`src/rtl/nubus_master.sv`:
```
`default_nettype none
// ============================================================================
// Module      : nubus_master
// Description : NuBus master transaction sequencer. Runs fair arbitration,
//               the address cycle and the data cycle for one local request at
//               a time, drives the active-low master strobes, tracks bus
//               occupancy from sensed START*/ACK* and supports locked
//               multi-transfer ownership ended by a NULL-ATTENTION cycle.
//               Optional macro NUBUS_MASTER_TIMEOUT_EN adds a data-cycle
//               watchdog limited by TIMEOUT.
// Revision    : 1.0 - initial release
// ============================================================================
module nubus_master #(
    parameter int ARB_SETTLE = 2,
    parameter int TIMEOUT    = 255
) (
    input  logic       nub_clkn,
    input  logic       nub_resetn,
    input  logic       cpu_valid,
    input  logic [1:0] cpu_tm,
    input  logic       cpu_lock,
    output logic       cpu_ready,
    output logic [1:0] cpu_status,
    output logic       cpu_timeout,
    input  logic       nub_startn,
    input  logic       nub_ackn,
    input  logic       nub_rqstn,
    input  logic       nub_tm1n,
    input  logic       nub_tm0n,
    input  logic       arb_won,
    output logic       mst_arbcyn,
    output logic       mst_adrcyn,
    output logic       mst_dtacyn,
    output logic       mst_ownern,
    output logic       mst_lockedn,
    output logic       mst_tm1n,
    output logic       mst_tm0n
);

    typedef enum logic [2:0] {
        S_IDLE  = 3'd0,
        S_ARB   = 3'd1,
        S_ADDR  = 3'd2,
        S_DATA  = 3'd3,
        S_LHOLD = 3'd4,
        S_NATTN = 3'd5
    } state_t;

    localparam logic [2:0] SETTLE_LIM = 3'(ARB_SETTLE);

    state_t     state_q,     state_d;
    logic       bus_busy_q,  bus_busy_d;
    logic [2:0] settle_q,    settle_d;
    logic       arbcyn_q,    arbcyn_d;
    logic       adrcyn_q,    adrcyn_d;
    logic       dtacyn_q,    dtacyn_d;
    logic       ownern_q,    ownern_d;
    logic       lockedn_q,   lockedn_d;
    logic [1:0] tmn_q,       tmn_d;
    logic       ready_q,     ready_d;
    logic [1:0] status_q,    status_d;
    logic       tmo_flag_d;
    logic       tmo_hit;
    logic       ack_seen;

`ifdef NUBUS_MASTER_TIMEOUT_EN
    localparam logic [7:0] TMO_LIMIT = 8'(TIMEOUT);
    logic [7:0] tmo_cnt_q, tmo_cnt_d;
    logic       tmo_flag_q;

    // Watchdog fires on the TIMEOUT-th data clock without an ACK
    always_comb begin
        tmo_hit = (tmo_cnt_q == TMO_LIMIT);
    end
`else
    // TIMEOUT has no effect without the watchdog
    logic unused_timeout_cfg;
    assign unused_timeout_cfg = (TIMEOUT > 0);

    // Without the watchdog the data cycle waits for the slave forever
    always_comb begin
        tmo_hit = 1'b0;
    end
`endif

    // Next-state, next-strobe and bus-occupancy computation
    always_comb begin
        state_d    = state_q;
        bus_busy_d = bus_busy_q;
        settle_d   = settle_q;
        arbcyn_d   = arbcyn_q;
        adrcyn_d   = adrcyn_q;
        dtacyn_d   = dtacyn_q;
        ownern_d   = ownern_q;
        lockedn_d  = lockedn_q;
        tmn_d      = tmn_q;
        ready_d    = 1'b0;
        status_d   = status_q;
        tmo_flag_d = 1'b0;
        ack_seen   = !nub_ackn;
`ifdef NUBUS_MASTER_TIMEOUT_EN
        tmo_cnt_d  = tmo_cnt_q;
`endif

        // START with ACK together is an attention cycle: occupancy unchanged
        if (!nub_startn && nub_ackn) begin
            bus_busy_d = 1'b1;
        end else if (nub_startn && !nub_ackn) begin
            bus_busy_d = 1'b0;
        end

        case (state_q)
            S_IDLE: begin
                // The request is still held during the cpu_ready cycle; a
                // request is only a new one from the following cycle.
                if (!ready_q && cpu_valid && nub_rqstn) begin
                    state_d  = S_ARB;
                    arbcyn_d = 1'b0;
                    settle_d = 3'd1;
                end
            end

            S_ARB: begin
                // settle_q is the index of the current settle clock
                if (!nub_startn) begin
                    settle_d = 3'd1;
                end else if (settle_q != 3'd7) begin
                    settle_d = settle_q + 3'd1;
                end
                if (nub_startn && (settle_q >= SETTLE_LIM) && arb_won && !bus_busy_q) begin
                    state_d   = S_ADDR;
                    ownern_d  = 1'b0;
                    adrcyn_d  = 1'b0;
                    tmn_d     = ~cpu_tm;
                    lockedn_d = ~cpu_lock;
                end
            end

            S_ADDR: begin
                // Any ACK seen here belongs to someone else and is ignored
                state_d  = S_DATA;
                adrcyn_d = 1'b1;
                dtacyn_d = 1'b0;
`ifdef NUBUS_MASTER_TIMEOUT_EN
                tmo_cnt_d = 8'd1;
`endif
            end

            S_DATA: begin
                if (ack_seen || tmo_hit) begin
                    ready_d    = 1'b1;
                    dtacyn_d   = 1'b1;
                    status_d   = ack_seen ? ~{nub_tm1n, nub_tm0n} : 2'b11;
                    tmo_flag_d = !ack_seen;
                    if (lockedn_q) begin
                        state_d  = S_IDLE;
                        ownern_d = 1'b1;
                        arbcyn_d = 1'b1;
                        tmn_d    = 2'b11;
                    end else if (ack_seen) begin
                        state_d = S_LHOLD;
                    end else begin
                        // A timed-out locked sequence is abandoned at once
                        state_d   = S_NATTN;
                        lockedn_d = 1'b1;
                    end
                end
`ifdef NUBUS_MASTER_TIMEOUT_EN
                else begin
                    tmo_cnt_d = tmo_cnt_q + 8'd1;
                end
`endif
            end

            S_LHOLD: begin
                // Bus stays owned; the next locked request skips arbitration
                if (!ready_q) begin
                    if (cpu_valid && cpu_lock) begin
                        state_d   = S_ADDR;
                        adrcyn_d  = 1'b0;
                        tmn_d     = ~cpu_tm;
                        lockedn_d = 1'b0;
                    end else if (!cpu_lock) begin
                        state_d   = S_NATTN;
                        lockedn_d = 1'b1;
                    end
                end
            end

            S_NATTN: begin
                state_d   = S_IDLE;
                arbcyn_d  = 1'b1;
                adrcyn_d  = 1'b1;
                dtacyn_d  = 1'b1;
                ownern_d  = 1'b1;
                lockedn_d = 1'b1;
                tmn_d     = 2'b11;
            end

            default: begin
                state_d   = S_IDLE;
                arbcyn_d  = 1'b1;
                adrcyn_d  = 1'b1;
                dtacyn_d  = 1'b1;
                ownern_d  = 1'b1;
                lockedn_d = 1'b1;
                tmn_d     = 2'b11;
            end
        endcase
    end

    // State and registered outputs; reset negates every strobe immediately
    always_ff @(posedge nub_clkn or negedge nub_resetn) begin
        if (!nub_resetn) begin
            state_q    <= S_IDLE;
            bus_busy_q <= 1'b0;
            settle_q   <= 3'd0;
            arbcyn_q   <= 1'b1;
            adrcyn_q   <= 1'b1;
            dtacyn_q   <= 1'b1;
            ownern_q   <= 1'b1;
            lockedn_q  <= 1'b1;
            tmn_q      <= 2'b11;
            ready_q    <= 1'b0;
            status_q   <= 2'b00;
`ifdef NUBUS_MASTER_TIMEOUT_EN
            tmo_cnt_q  <= 8'd0;
            tmo_flag_q <= 1'b0;
`endif
        end else begin
            state_q    <= state_d;
            bus_busy_q <= bus_busy_d;
            settle_q   <= settle_d;
            arbcyn_q   <= arbcyn_d;
            adrcyn_q   <= adrcyn_d;
            dtacyn_q   <= dtacyn_d;
            ownern_q   <= ownern_d;
            lockedn_q  <= lockedn_d;
            tmn_q      <= tmn_d;
            ready_q    <= ready_d;
            status_q   <= status_d;
`ifdef NUBUS_MASTER_TIMEOUT_EN
            tmo_cnt_q  <= tmo_cnt_d;
            tmo_flag_q <= tmo_flag_d;
`endif
        end
    end

`ifdef NUBUS_MASTER_TIMEOUT_EN
    assign cpu_timeout = tmo_flag_q;
`else
    logic unused_tmo_flag;
    assign unused_tmo_flag = tmo_flag_d;
    assign cpu_timeout     = 1'b0;
`endif

    assign cpu_ready   = ready_q;
    assign cpu_status  = status_q;
    assign mst_arbcyn  = arbcyn_q;
    assign mst_adrcyn  = adrcyn_q;
    assign mst_dtacyn  = dtacyn_q;
    assign mst_ownern  = ownern_q;
    assign mst_lockedn = lockedn_q;
    assign mst_tm1n    = tmn_q[1];
    assign mst_tm0n    = tmn_q[0];

endmodule
`default_nettype wire

```
`config.mk`:
```
export PLATFORM = sky130hd
export DESIGN_NAME = nubus_master
export DESIGN_NICKNAME = d
export VERILOG_FILES = /design/src/rtl/nubus_master.sv
export SDC_FILE = /design/constraint.sdc
export NUM_CORES = 1
export LEC_CHECK = 0
export CAP_MARGIN = 20
export CORE_MARGIN = 4
export CORE_UTILIZATION = 35
export DETAILED_ROUTE_END_ITERATION = 10
export SLEW_MARGIN = 5
export SYNTH_ARGS = -nofsm -noshare
export SYNTH_HDL_FRONTEND = slang
export SYNTH_SLANG_ARGS = --single-unit
```
`constraint.sdc`:
```
create_clock -name nub_clkn -period 1.7 [get_ports nub_clkn]
set_input_delay 0.34 -clock nub_clkn [delete_from_list [all_inputs] [get_ports nub_clkn]]
set_output_delay 0.34 -clock nub_clkn [all_outputs]
set_load 0.005 [all_outputs]
```
* Word-level counts from Yosys, hierarchy flattened *
Index checks and enable logic that the tools add are counted.
W data, S select, Z words.

cells by class
  add/subtract/negate cells = 1
  multiply operators = 0
  divide/modulo/power cells = 0
  $lt $le $gt $ge = 1
  equal/unequal tests = 13
  shift operators = 0
  multiplexer cells = 39
  bitwise gates (word level) = 9
  reduce and logical (&&, ||, !) cells = 29

operators with widths
  kind                   number
  $mux W3                9
  $mux W1                17
  $pmux W3 S5            1
  $ne A2 B2 Y1 const B   6
  $pmux W1 S3            4
  $reduce_and A4 Y1      3
  $mux W2                5
  $reduce_and A5 Y1      2
  $ne A3 B3 Y1 const B   3
  $reduce_or A3 Y1       3
  $logic_and A1 B1 Y1    8
  $pmux W2 S4            1
  $not A1 Y1             7
  $eq A3 B2 Y1 const B   2
  $pmux W3 S2            1
  $reduce_and A6 Y1      1
  $logic_not A1 Y1       4
  $not A2 Y2             2
  $pmux W1 S4            1
  $reduce_and A2 Y1      2
  $reduce_bool A2 Y1     2
  $reduce_or A2 Y1       2
  $add A3 B1 Y3 const B  1
  $eq A3 B1 Y1 const B   1
  other kinds (4)        4

storage, ports and cells
  bits in registers = 17
  bits in latches = 0
  bits in writable memories = 0
  bits in read-only memories = 0
  input bits = 12
  output and inout port bits = 11
  logic and storage cells = 103
  memories kept = 0

* Longest topological paths before layout *
  word-level depth = 6
  mapped depth = 6
  mapped depth without buffers = 6

* Least setup slack after synthesis *
No wires, ideal clock.

  path type = register to register
  start = register settle_q[0]
  end = register lockedn_q, in the netlist mst_lockedn
  setup time = 0.082 ns
  data arrival time = 1.441 ns
  required time = 1.618 ns
  path slack = 0.177 ns
  cell stages (with the launch flop) = 7
  buffers on the path = 0
  clock period less this slack = 1.523 ns
  cells stage by stage = dfrtp_1 -> inv_1 -> ha_1 -> nor3_1 -> nor4_4 -> a32oi_1 -> mux2_2

between the ends
  cells in the longest elaborated chain, start to end = 6

RTL lines
  item                              RTL line  source
  from (decl)                       53        logic [2:0] settle_q, settle_d;
  from (signal assigned)            233       settle_q <= settle_d;
  $ge A3 B2 Y1                      130       if (nub_startn && (settle_q >= SETTLE_LIM) && arb_won && !bus_busy_q) begin
  $logic_and A1 B1 Y1 (3 in a row)  130
  $ne A2 B2 Y1 (no line)            --
  $reduce_and A5 Y1 (no line)       --
  to (signal assigned)              238       lockedn_q <= lockedn_d;
  to (decl)                         58        logic lockedn_q, lockedn_d;

Every way passes these cells.
A chain may end at the register's enable or synchronous reset.

* Worst setup path in the final report *
  start = register ready_q, in the netlist cpu_ready
  end = output port cpu_ready

RTL lines
  item                    RTL line  source
  from (decl)             60        logic ready_q, ready_d;
  from (signal assigned)  240       ready_q <= ready_d;
  to (decl)               22        output logic cpu_ready,

No word-level cell between the ends.

==> results by group <==
Status
  – Outcome: complete, no violations

Synthesis
  – Distinct cells, synth: 38
  – Yosys top cell by area: dfrtp_1
  – Yosys reg bits: 17
  – Post-Syn Nets: ~120
  – EDFF count, synth: 0
  – Top cells by area, synth: dfrtp_1, dfstp_2, ha_1, o21ai_0, a21oi_1
  – Syn Area/Cell: roughly 9.9 um2
  – Most used DFF post-synth: dfrtp_1
  – Async SR Flop Fraction: 100.0%
  – Synth warn: 0
  – Yosys top cell area share: 25.58%
  – Seq/Total Area, Yosys: 44.37%
  – Post-synthesis instance total: between 90 and 100
  – Synthesized area: slightly below 1000 um2

GRT
  – Largest net degree at the start of global routing: 18
  – Remaining global-route overflow: 0
  – First-pass GRT wire length: between 4 and 5 mm
  – GRT Total Usage: 14.92%
  – Number of global-route vias before repair: about 920
  – Initial antenna violation count: 0

Floorplanning
  – Core region area: 2567 um2
  – I/O pins: 23
  – Row cnt: 18
  – Die Height: 60.87 um
  – Initial Util: 38.11%
  – Width of the die: around 60 um
  – Die area: roughly 3700 um2

Placed design
  – Detail Placement HPWL: 1.691 mm
  – Placed cell area: around 1300 um2
  – GP Congestion: just over 0.8
  – PortBufs: 21

Hold path
  – Hold Path Class: primary input to asynchronous set/reset pin

Clocking
  – Hold-fix buffers, CTS: 0
  – Num CTS Buffers: 3
  – CTS Sinks: 17
  – Number of H-tree levels: 1
  – TritonCTS clock tree: built
  – CTS root buf: clkbuf_4
  – Worst-Skew Late Latency: approximately 0.3 ns
  – Maximum clock path buffer count: 2
  – Clock-pin slew on the worst setup and hold paths: around 0.1 ns

Worst setup path
  – Setup crit end kind: output port
  – Register-to-register setup slack: 0.09 ns
  – CP startpoint kind: flip-flop
  – Cell family with most CP delay: buffers and inverters
  – Reg-to-Reg Start: settle_q[1]$_DFFE_PN0P_
  – Crit path max fanout: 7
  – Crit-path slowest cell: clkdlybuf4s50_1
  – Max incr delay on CP: ~0.54 ns
  – Critical path required time: ~1.4 ns
  – Reg2reg path depth: 6
  – Worst Path Buf+Inv: 1
  – Arrival @ worst endpoint: about 1.3 ns
  – Worst-path cell chain: clkdlybuf4s50_1
  – Worst r2r dst: state_q[2]$_DFFE_PN0P_
  – Critical path class: flip-flop to output port

Detailed routing
  – Met3 wire length: 110 um
  – Top sig layer: met4
  – Vias/cell: between 5 and 6
  – DR iter-0 viols: 23
  – First-pass DRT Iterations: 4
  – Wire length on met1: 1.011 mm
  – DRC Markers: 0
  – Routed wire length: 2.356 mm
  – Wire per inst: between 10 and 15 um
  – DR vias: 849
  – Remaining antenna violation count after routing: 0
  – Met2 wire length: approximately 1.2 mm

Cells and area
  – Most common cell after layout, fill and taps aside: clkdlybuf4s50_1
  – Multi-input logic area: between 400 and 500 um2
  – Flip-flop and latch area: between 400 and 500 um2
  – Most frequent cells in the layout: clkdlybuf4s50_1, buf_4, o21ai_0, dfrtp_1
  – Layout cells sized above 1: ~25%
  – Fill count: around 280
  – Final nets: ~150
  – Area Growth Syn to Fin: 36.83%
  – Fin util: 52.14%
  – Antenna diode count: 0
  – Final Cell Area: 1339 um2

Power
  – Clk network pwr share: between 10% and 20%
  – Total chip power: 1.995 mW
  – Worst vdd ir: approximately 0.86 mV
  – P per Cell Area: about 1500 nW/um2
  – LEAKAGE: approximately 0.63 nW
  – Logic pwr share: ~49%
  – Net switching power: around 0.75 mW
  – Net Sw Frac: between 30% and 40%
  – Internal Power: approximately 1.2 mW
  – Seq pwr share: 39.3%

Timing
  – Layout Skew: between 0.004 and 0.005 ns
  – Fin crit period: between 1.5 and 2 ns
  – Fmax: approximately 620 MHz
  – Crit share post-route: a little over nine tenths
  – Final setup fails: 0
  – RSZ-0062 raised after global routing: no
  – Setup_tns: 0 ns
  – Final Hold Viols: 0
  – Slew Limit Fails: 0

Flow run
  – Maxcap violations: 0
[registers in the layout, summed over array words and instances (netlist names), 2 cells and up]
| name | cells |
|---|---|
| state_q | 3 |
| tmn_q | 2 |
| cpu_status | 2 |
| settle_q | 3 |
[Yosys cell counts (all sizes together), types with 3 or more instances]
library cell / instances
a21oi: 7
dfstp: 7
nor2b: 3
o21ai: 10
ha: 4
o31ai: 3
inv: 6
nand2b: 3
nand3: 4
buf: 6
dfrtp: 10
mux2: 4
nor2: 3
nand2: 7
[layer usage]
metal / track usage, % / vias to the layer above
li1: - / 418
met1: 18.77 / 399
met2: 24.58 / 25
met3: 3.830 / 7
met4: 5.573 / 0
met5: 0 / -
[power groups by stage]
stage | combinational [mW] | clock, mW | sequential [mW]
after global routing | 1.11 | 0.258 | 0.821
after floorplan | 0.596 | 0 | 0.745
after detailed placement | 0.958 | 0 | 0.800
final | 0.984 | 0.227 | 0.784
after CTS | 0.997 | 0.234 | 0.780
after global placement | 0.941 | 0 | 0.801
[final cells by class]
type                            count  area share (%)
Tap cell                           30           2.804
Sequential cell                    17           32.52
Inverter                            6           1.682
Clock buffer                        4           1.963
Timing Repair Buffer               33           23.74
Multi-Input combinational cell     70           37.29
[cells by family (layout without fill, tap and decap cells)]
| logic type | after synthesis | in the layout | share of synthesized area, % |
|---|---|---|---|
| buffers and inverters | 12 | 43 | 5.753 |
| AOI/OAI and AO/OA | 32 | 32 | 21.74 |
| and+or+nand+nor | 28 | 28 | 17.01 |
| muxes | 5 | 5 | 5.626 |
| adders and majority gates | 4 | 4 | 5.115 |
| other | 1 | 1 | 0.3833 |
| DFF | 17 | 17 | 44.37 |
[worst max path at each step]
stage	cells after the start	endpoint	slack [ns]	startpoint
floorplan	6	mst_lockedn$_DFFE_PN1P_	0.18	settle_q[0]$_DFFE_PN0P_
global placement	5	tmn_q[1]$_DFFE_PN1P_	-0.1	nub_ackn
detailed placement	5	tmn_q[0]$_DFFE_PN1P_	-0.12	nub_ackn
CTS	1	mst_arbcyn	0.0008	mst_arbcyn$_DFFE_PN1P_
global route	1	cpu_ready	0.0001	cpu_ready$_DFF_PN0_
finish	1	cpu_ready	0.08	cpu_ready$_DFF_PN0_
[per-stage QoR]
step / hold WS, ns / cells / worst slack, ns
floorplan: 0.04441 / 99 / 0.1769
global placement: 0.4628 / 155 / -0.09749
detailed placement: 0.4761 / 155 / -0.1189
CTS: 0.3677 / 160 / 0.0008431
global route: 0.3582 / 160 / 0.0001221
finish: 0.3537 / 160 / 0.08318
[timing repair]
item / CTS / global route
buffers inserted: 1 / 0
pin swaps: 0 / 0
gates resized for setup: 0 / 11
endpoints found under the setup margin: 1 / 14
Power figures use the tool's default switching activity.
